$ cat config.mk
export PLATFORM = sky130hd
export DESIGN_NAME = rob_queue
export DESIGN_NICKNAME = d
export VERILOG_FILES = /design/src/rtl/rob_queue.sv
export SDC_FILE = /design/constraint.sdc
export NUM_CORES = 2
export LEC_CHECK = 0
export CAP_MARGIN = 20
export CORE_MARGIN = 2
export CORE_UTILIZATION = 45
export DETAILED_ROUTE_END_ITERATION = 10
export PLACE_DENSITY_LB_ADDON = 0.15
export SLEW_MARGIN = 10
export SYNTH_ARGS = -nofsm -noshare
export SYNTH_HDL_FRONTEND = slang
export SYNTH_SLANG_ARGS = --single-unit
$ cat constraint.sdc
create_clock -name clk -period 5.3 [get_ports clk]
set_input_delay 1.06 -clock clk [delete_from_list [all_inputs] [get_ports clk]]
set_output_delay 1.06 -clock clk [all_outputs]
set_load 0.005 [all_outputs]
$ cat src/rtl/rob_queue.sv
// Reorder buffer: circular queue of in-flight instructions. Entries are
// allocated in order at the tail, completed out of order by execution
// results, and retired in order from the head once done.
module rob_queue #(
  parameter int ROB_ADDR_WIDTH = 4,
  parameter int EXC_W          = 4
) (
  input  logic                      clk,
  input  logic                      rst,
  input  logic                      flush,
  input  logic                      rob_write_en,
  output logic                      rob_can_write,
  output logic [ROB_ADDR_WIDTH-1:0] rob_write_addr,
  input  logic                      write_reg_write_en,
  input  logic [4:0]                write_reg_write_addr,
  input  logic [EXC_W-1:0]          write_exception_type,
  input  logic                      write_is_delayslot,
  input  logic [31:0]               write_pc,
  input  logic                      update_en,
  input  logic [ROB_ADDR_WIDTH-1:0] update_addr,
  input  logic [31:0]               update_data,
  input  logic [EXC_W-1:0]          update_exception_type,
  input  logic                      rob_commit_en,
  output logic                      rob_can_commit,
  output logic                      commit_reg_write_en,
  output logic [4:0]                commit_reg_write_addr,
  output logic [31:0]               commit_reg_write_data,
  output logic [EXC_W-1:0]          commit_exception_type,
  output logic                      commit_is_delayslot,
  output logic [31:0]               commit_pc
);

  localparam int AW    = ROB_ADDR_WIDTH;
  localparam int DEPTH = 1 << AW;
  localparam logic [AW:0] PTR_ONE = {{AW{1'b0}}, 1'b1};

  // An all-zero exception code means no exception.
  function automatic logic exc_raised(input logic [EXC_W-1:0] e);
    return |e;
  endfunction

  // Pointers carry an extra wrap bit so full and empty can be told apart.
  logic [AW:0]       head, tail;
  logic [DEPTH-1:0]  valid, done;

  logic              reg_we_mem   [DEPTH];
  logic [4:0]        reg_addr_mem [DEPTH];
  logic [EXC_W-1:0]  exc_mem      [DEPTH];
  logic              ds_mem       [DEPTH];
  logic [31:0]       pc_mem       [DEPTH];
  logic [31:0]       result_mem   [DEPTH];

  logic [AW-1:0] head_idx, tail_idx;
  logic          empty, full;
  logic          do_write, do_commit, do_update;

  assign head_idx = head[AW-1:0];
  assign tail_idx = tail[AW-1:0];
  assign empty    = (head == tail);
  assign full     = (head_idx == tail_idx) && (head[AW] != tail[AW]);

  assign rob_can_write  = !full;
  assign rob_write_addr = tail_idx;
  assign rob_can_commit = !empty && done[head_idx];

  // Flush overrides every other operation in the same cycle.
  assign do_write  = rob_write_en && !full && !flush;
  assign do_commit = rob_commit_en && rob_can_commit && !flush;
  assign do_update = update_en && valid[update_addr] && !flush;

  // Control state: pointers and per-entry valid/done flags. The commit clear
  // is ordered after the update so a result arriving for the retiring head
  // is dropped with it.
  always_ff @(posedge clk or negedge rst) begin
    if (!rst) begin
      head  <= '0;
      tail  <= '0;
      valid <= '0;
      done  <= '0;
    end else if (flush) begin
      head  <= '0;
      tail  <= '0;
      valid <= '0;
      done  <= '0;
    end else begin
      if (do_update) begin
        done[update_addr] <= 1'b1;
      end
      if (do_commit) begin
        valid[head_idx] <= 1'b0;
        done[head_idx]  <= 1'b0;
        head            <= head + PTR_ONE;
      end
      if (do_write) begin
        valid[tail_idx] <= 1'b1;
        done[tail_idx]  <= exc_raised(write_exception_type);
        tail            <= tail + PTR_ONE;
      end
    end
  end

  // Payload storage; contents are only meaningful while the entry is valid.
  always_ff @(posedge clk) begin
    if (do_write) begin
      reg_we_mem[tail_idx]   <= write_reg_write_en;
      reg_addr_mem[tail_idx] <= write_reg_write_addr;
      exc_mem[tail_idx]      <= write_exception_type;
      ds_mem[tail_idx]       <= write_is_delayslot;
      pc_mem[tail_idx]       <= write_pc;
      result_mem[tail_idx]   <= 32'h0;
    end
    if (do_update) begin
      result_mem[update_addr] <= update_data;
      if (exc_raised(update_exception_type)) begin
        exc_mem[update_addr] <= update_exception_type;
      end
    end
  end

  // Head entry is presented directly; an empty queue shows all zeros.
  always_comb begin
    commit_reg_write_en   = 1'b0;
    commit_reg_write_addr = '0;
    commit_reg_write_data = '0;
    commit_exception_type = '0;
    commit_is_delayslot   = 1'b0;
    commit_pc             = '0;
    if (!empty) begin
      commit_reg_write_en   = reg_we_mem[head_idx];
      commit_reg_write_addr = reg_addr_mem[head_idx];
      commit_reg_write_data = result_mem[head_idx];
      commit_exception_type = exc_mem[head_idx];
      commit_is_delayslot   = ds_mem[head_idx];
      commit_pc             = pc_mem[head_idx];
    end
  end

endmodule

==> summary.md <==
| Metric | Value |
|---|---|
| CP Depth | `6` |
| Num CTS Buffers | `135` |
| Clock transition at path regs | `0.07 ns` |
| Core Area | `116000 µm²` |
| Crit path kind | `flop to output pin` |
| First-pass DRT Iterations | `6` |
| Via count | `27646` |
| Port Buf Inserts | `169` |
| Crit path time final | `4.91 ns` |
| Slew at the pin closest to its max-slew limit | `1.05 ns` |
| Fill cells | `9194` |
| Post-CTS setup buffers | `0` |
| TNS Setup | `0 ns` |
| P&R area growth vs syn | `14.8%` |
| Final setup viols | `0` |
| Bufs on Longest Clock Path | `3` |
| Final Wtd Congestion | `0.844` |
| Residual DRC | `0` |
| Total track usage | `23.7%` |
| Critical path launch point type | `flop` |
| Post-cts sizing count | `0` |
| CP Capture Type | `output pin` |
| Largest net degree at the start of global routing | `69` |
| Total power | `20.5 mW` |
| DRT met1 WL | `56600 µm` |
| CP max stage cell | `dfrtp_4` |
| CP cell instances | `xnor2_1 -> nand4_1 -> buf_4 -> nor2_2 -> inv_2 -> clkdlybuf4s50_1` |
| Number of max-cap violations | `0` |
| Cts hold-fix bufs | `0` |
| Detailed Route WL | `140000 µm` |
| Placed cell area | `56400 µm²` |
| Worst hold slack | `0.244 ns` |
| Relative slew slack | `29.1%` |
| Number of synthesized flops with an enable pin | `1200` |
| WL met3 | `10500 µm` |
| First-pass GRT wire length | `203000 µm` |
| Peak supply drop | `0.000305 V` |
| CP bufs+invs | `3` |
| Top_reg_cell synth | `edfxtp_1` |
| Layout cells sized above 1 | `22.5%` |
| Final clock skew | `0.0221 ns` |
| Fin cells | `4678` |
| Largest area contributor in the netlist | `edfxtp_1` |
| Fmax achieved | `204 MHz` |
| Clk_lat worst skew | `0.73 ns` |
| Hold crit path type | `input port to async pin` |
| Initial antenna violation count | `12` |
| Status | `completed` |
| Critical path required time | `4.24 ns` |
| Met2 wire len | `68500 µm` |
| Pwr Density | `339 nW/µm²` |
| Net Count, Synth | `2983` |
| Register area share after synthesis | `70.2%` |
| Die area | `120000 µm²` |
| Post-route cell area | `60600 µm²` |
| RSZ-0062 raised after global routing | `no` |
| CTS HTree Levels | `4` |
| WL per Instance | `30.0 µm` |
| Final hold vios | `0` |
| Root Buffer | `clkbuf_16` |
| Finished Core Util | `52.1%` |
| FFs w/ async S/R, synth | `3.38%` |
| Lkg Pwr | `19.2 nW` |
| Vias in the first global route | `29055` |
| Post-Syn Instances | `2886` |
| Mapped Area | `52800 µm²` |
| Final Max Tran Viols | `0` |
| Final layout net count | `3143` |
| Area contributors post-synth | `edfxtp_1, mux4_2, and2_1, dfrtp_1, nand2_1` |
| DP Cell Count | `4432` |
| Detail Route Antenna Nets | `0` |
| Crit-path max cell delay | `1.04 ns` |
| Top sig layer | `met5` |
| Placement row count | `125` |
| CTS tree | `yes` |
| Syn Area/Cell | `18.3 µm²` |
| Number of cells on the worst reg-to-reg path | `8` |
| Post-DP HPWL | `75300 µm` |
| Via-per-instance ratio | `5.91` |
| Crit-path max FO | `56` |
| Syn. warnings | `0` |
| Fin crit share | `92.7%` |
| Share of the synthesized area in the top cell type | `68.2%` |
| Initial DRC Count | `3098` |
| Die Y | `347 µm` |
| Worst Slack Setup Final | `0.387 ns` |
| Crit path max-delay family | `buffers and inverters` |
| Distinct cells, synth | `55` |
| Pre-CTS setup slack | `1.01 ns` |
| # IOs | `170` |
| Horiz. Die Dim | `347 µm` |
| Seq cells post-synth | `1242` |
| Clk sinks | `1242` |
| Total congestion overflow | `0` |
| CP arrival | `3.85 ns` |
| Starting Density | `45.4%` |
[cells in the final DEF (no fill, tap or decap), types with 17 or more instances in the layout]
| cell | instances |
|---|---|
| and2_1 | 513 |
| nor2_1 | 21 |
| buf_12 | 29 |
| clkdlybuf4s50_1 | 167 |
| clkbuf_16 | 141 |
| clkinv_1 | 28 |
| nor3_1 | 18 |
| nand2_1 | 185 |
| mux4_2 | 376 |
| nor2b_1 | 83 |
| clkbuf_1 | 29 |
| edfxtp_1 | 1200 |
| buf_4 | 55 |
| clkinv_2 | 17 |
| dfrtp_1 | 39 |
[power by group]
group          switching [mW]  internal, mW
Combinational           0.493         0.377
Sequential             0.0222          10.8
Clock                    3.76          5.10
[state kept, by name, indices dropped and copies added, names as in the netlist]
signal        count
reg_addr_mem     80
valid            16
tail              5
done             16
reg_we_mem       16
ds_mem           16
pc_mem          512
head              5
result_mem      512
exc_mem          64
[synthesized netlist by cell type, types with 3 or more instances]
cell type  count
and3_1        17
inv_1         17
mux2_2         3
clkbuf_1     157
nand2b_1      18
buf_6          6
mux2i_1        7
a22o_1        16
o21ai_0       13
o211ai_1       3
or2_2          9
nor3_1        18
nor2_1        22
and2_1       513
xor2_1         4
edfxtp_1    1200
nand4_1        8
o32ai_1        9
dfrtp_1       42
xnor2_1        6
or3_1          4
nor4_1        11
a221oi_1       4
nand3_1        8
buf_2         20
ha_1           8
nand2_1      185
a21oi_1       17
buf_4         35
mux4_2       376
buf_1         10
nor2b_1       83
o31ai_1        7
[final timing paths]
check,endpoint,start,slack (ns)
max,rob_can_write,head[1]$_DFFE_PN0P_,0.39
min,head[3]$_DFFE_PN0P_,rst,0.24
max reg2reg,result_mem[6][1]$_SDFFCE_PN0P_,head[1]$_DFFE_PN0P_,1.21
min reg2reg,valid[15]$_DFF_PN0_,valid[15]$_DFF_PN0_,0.54
max in group asynchronous,valid[9]$_DFF_PN0_,rst,4.55
min in group clk,valid[15]$_DFF_PN0_,valid[15]$_DFF_PN0_,0.54
[final cells by class]
class	instances	area [µm²]	area share (%)
tap	1524	1910	3.15
clock buffer	170	3640	6.00
clock inverter	67	513	0.847
timing repair buffer	253	2680	4.42
antenna	8	20.0	0.0330
inverter	19	76.3	0.126
multi-input combinational	1395	14700	24.2
sequential	1242	37100	61.2
[layer usage]
metal | vias up | GRT usage [%]
li1 | 11561 | -
met1 | 14567 | 31.9
met2 | 1215 | 38.8
met3 | 289 | 4.55
met4 | 14 | 7.99
met5 | - | 0
[logic make-up (layout without fill, tap and decap cells)]
| logic type | after synthesis | in the layout | share of synthesized area [%] |
|---|---|---|---|
| flip-flops | 1242 | 1242 | 70.2 |
| AND/OR/NAND/NOR | 907 | 907 | 9.76 |
| multiplexers | 386 | 386 | 16.2 |
| buffers and inverters | 249 | 509 | 2.20 |
| AO/OA/AOI/OAI | 84 | 84 | 1.21 |
| XOR/XNOR | 10 | 10 | 0.166 |
| adder cells (fa/ha/maj) | 8 | 8 | 0.190 |
| other | 0 | 8 | 0 |
Power figures use the tool's default switching activity.
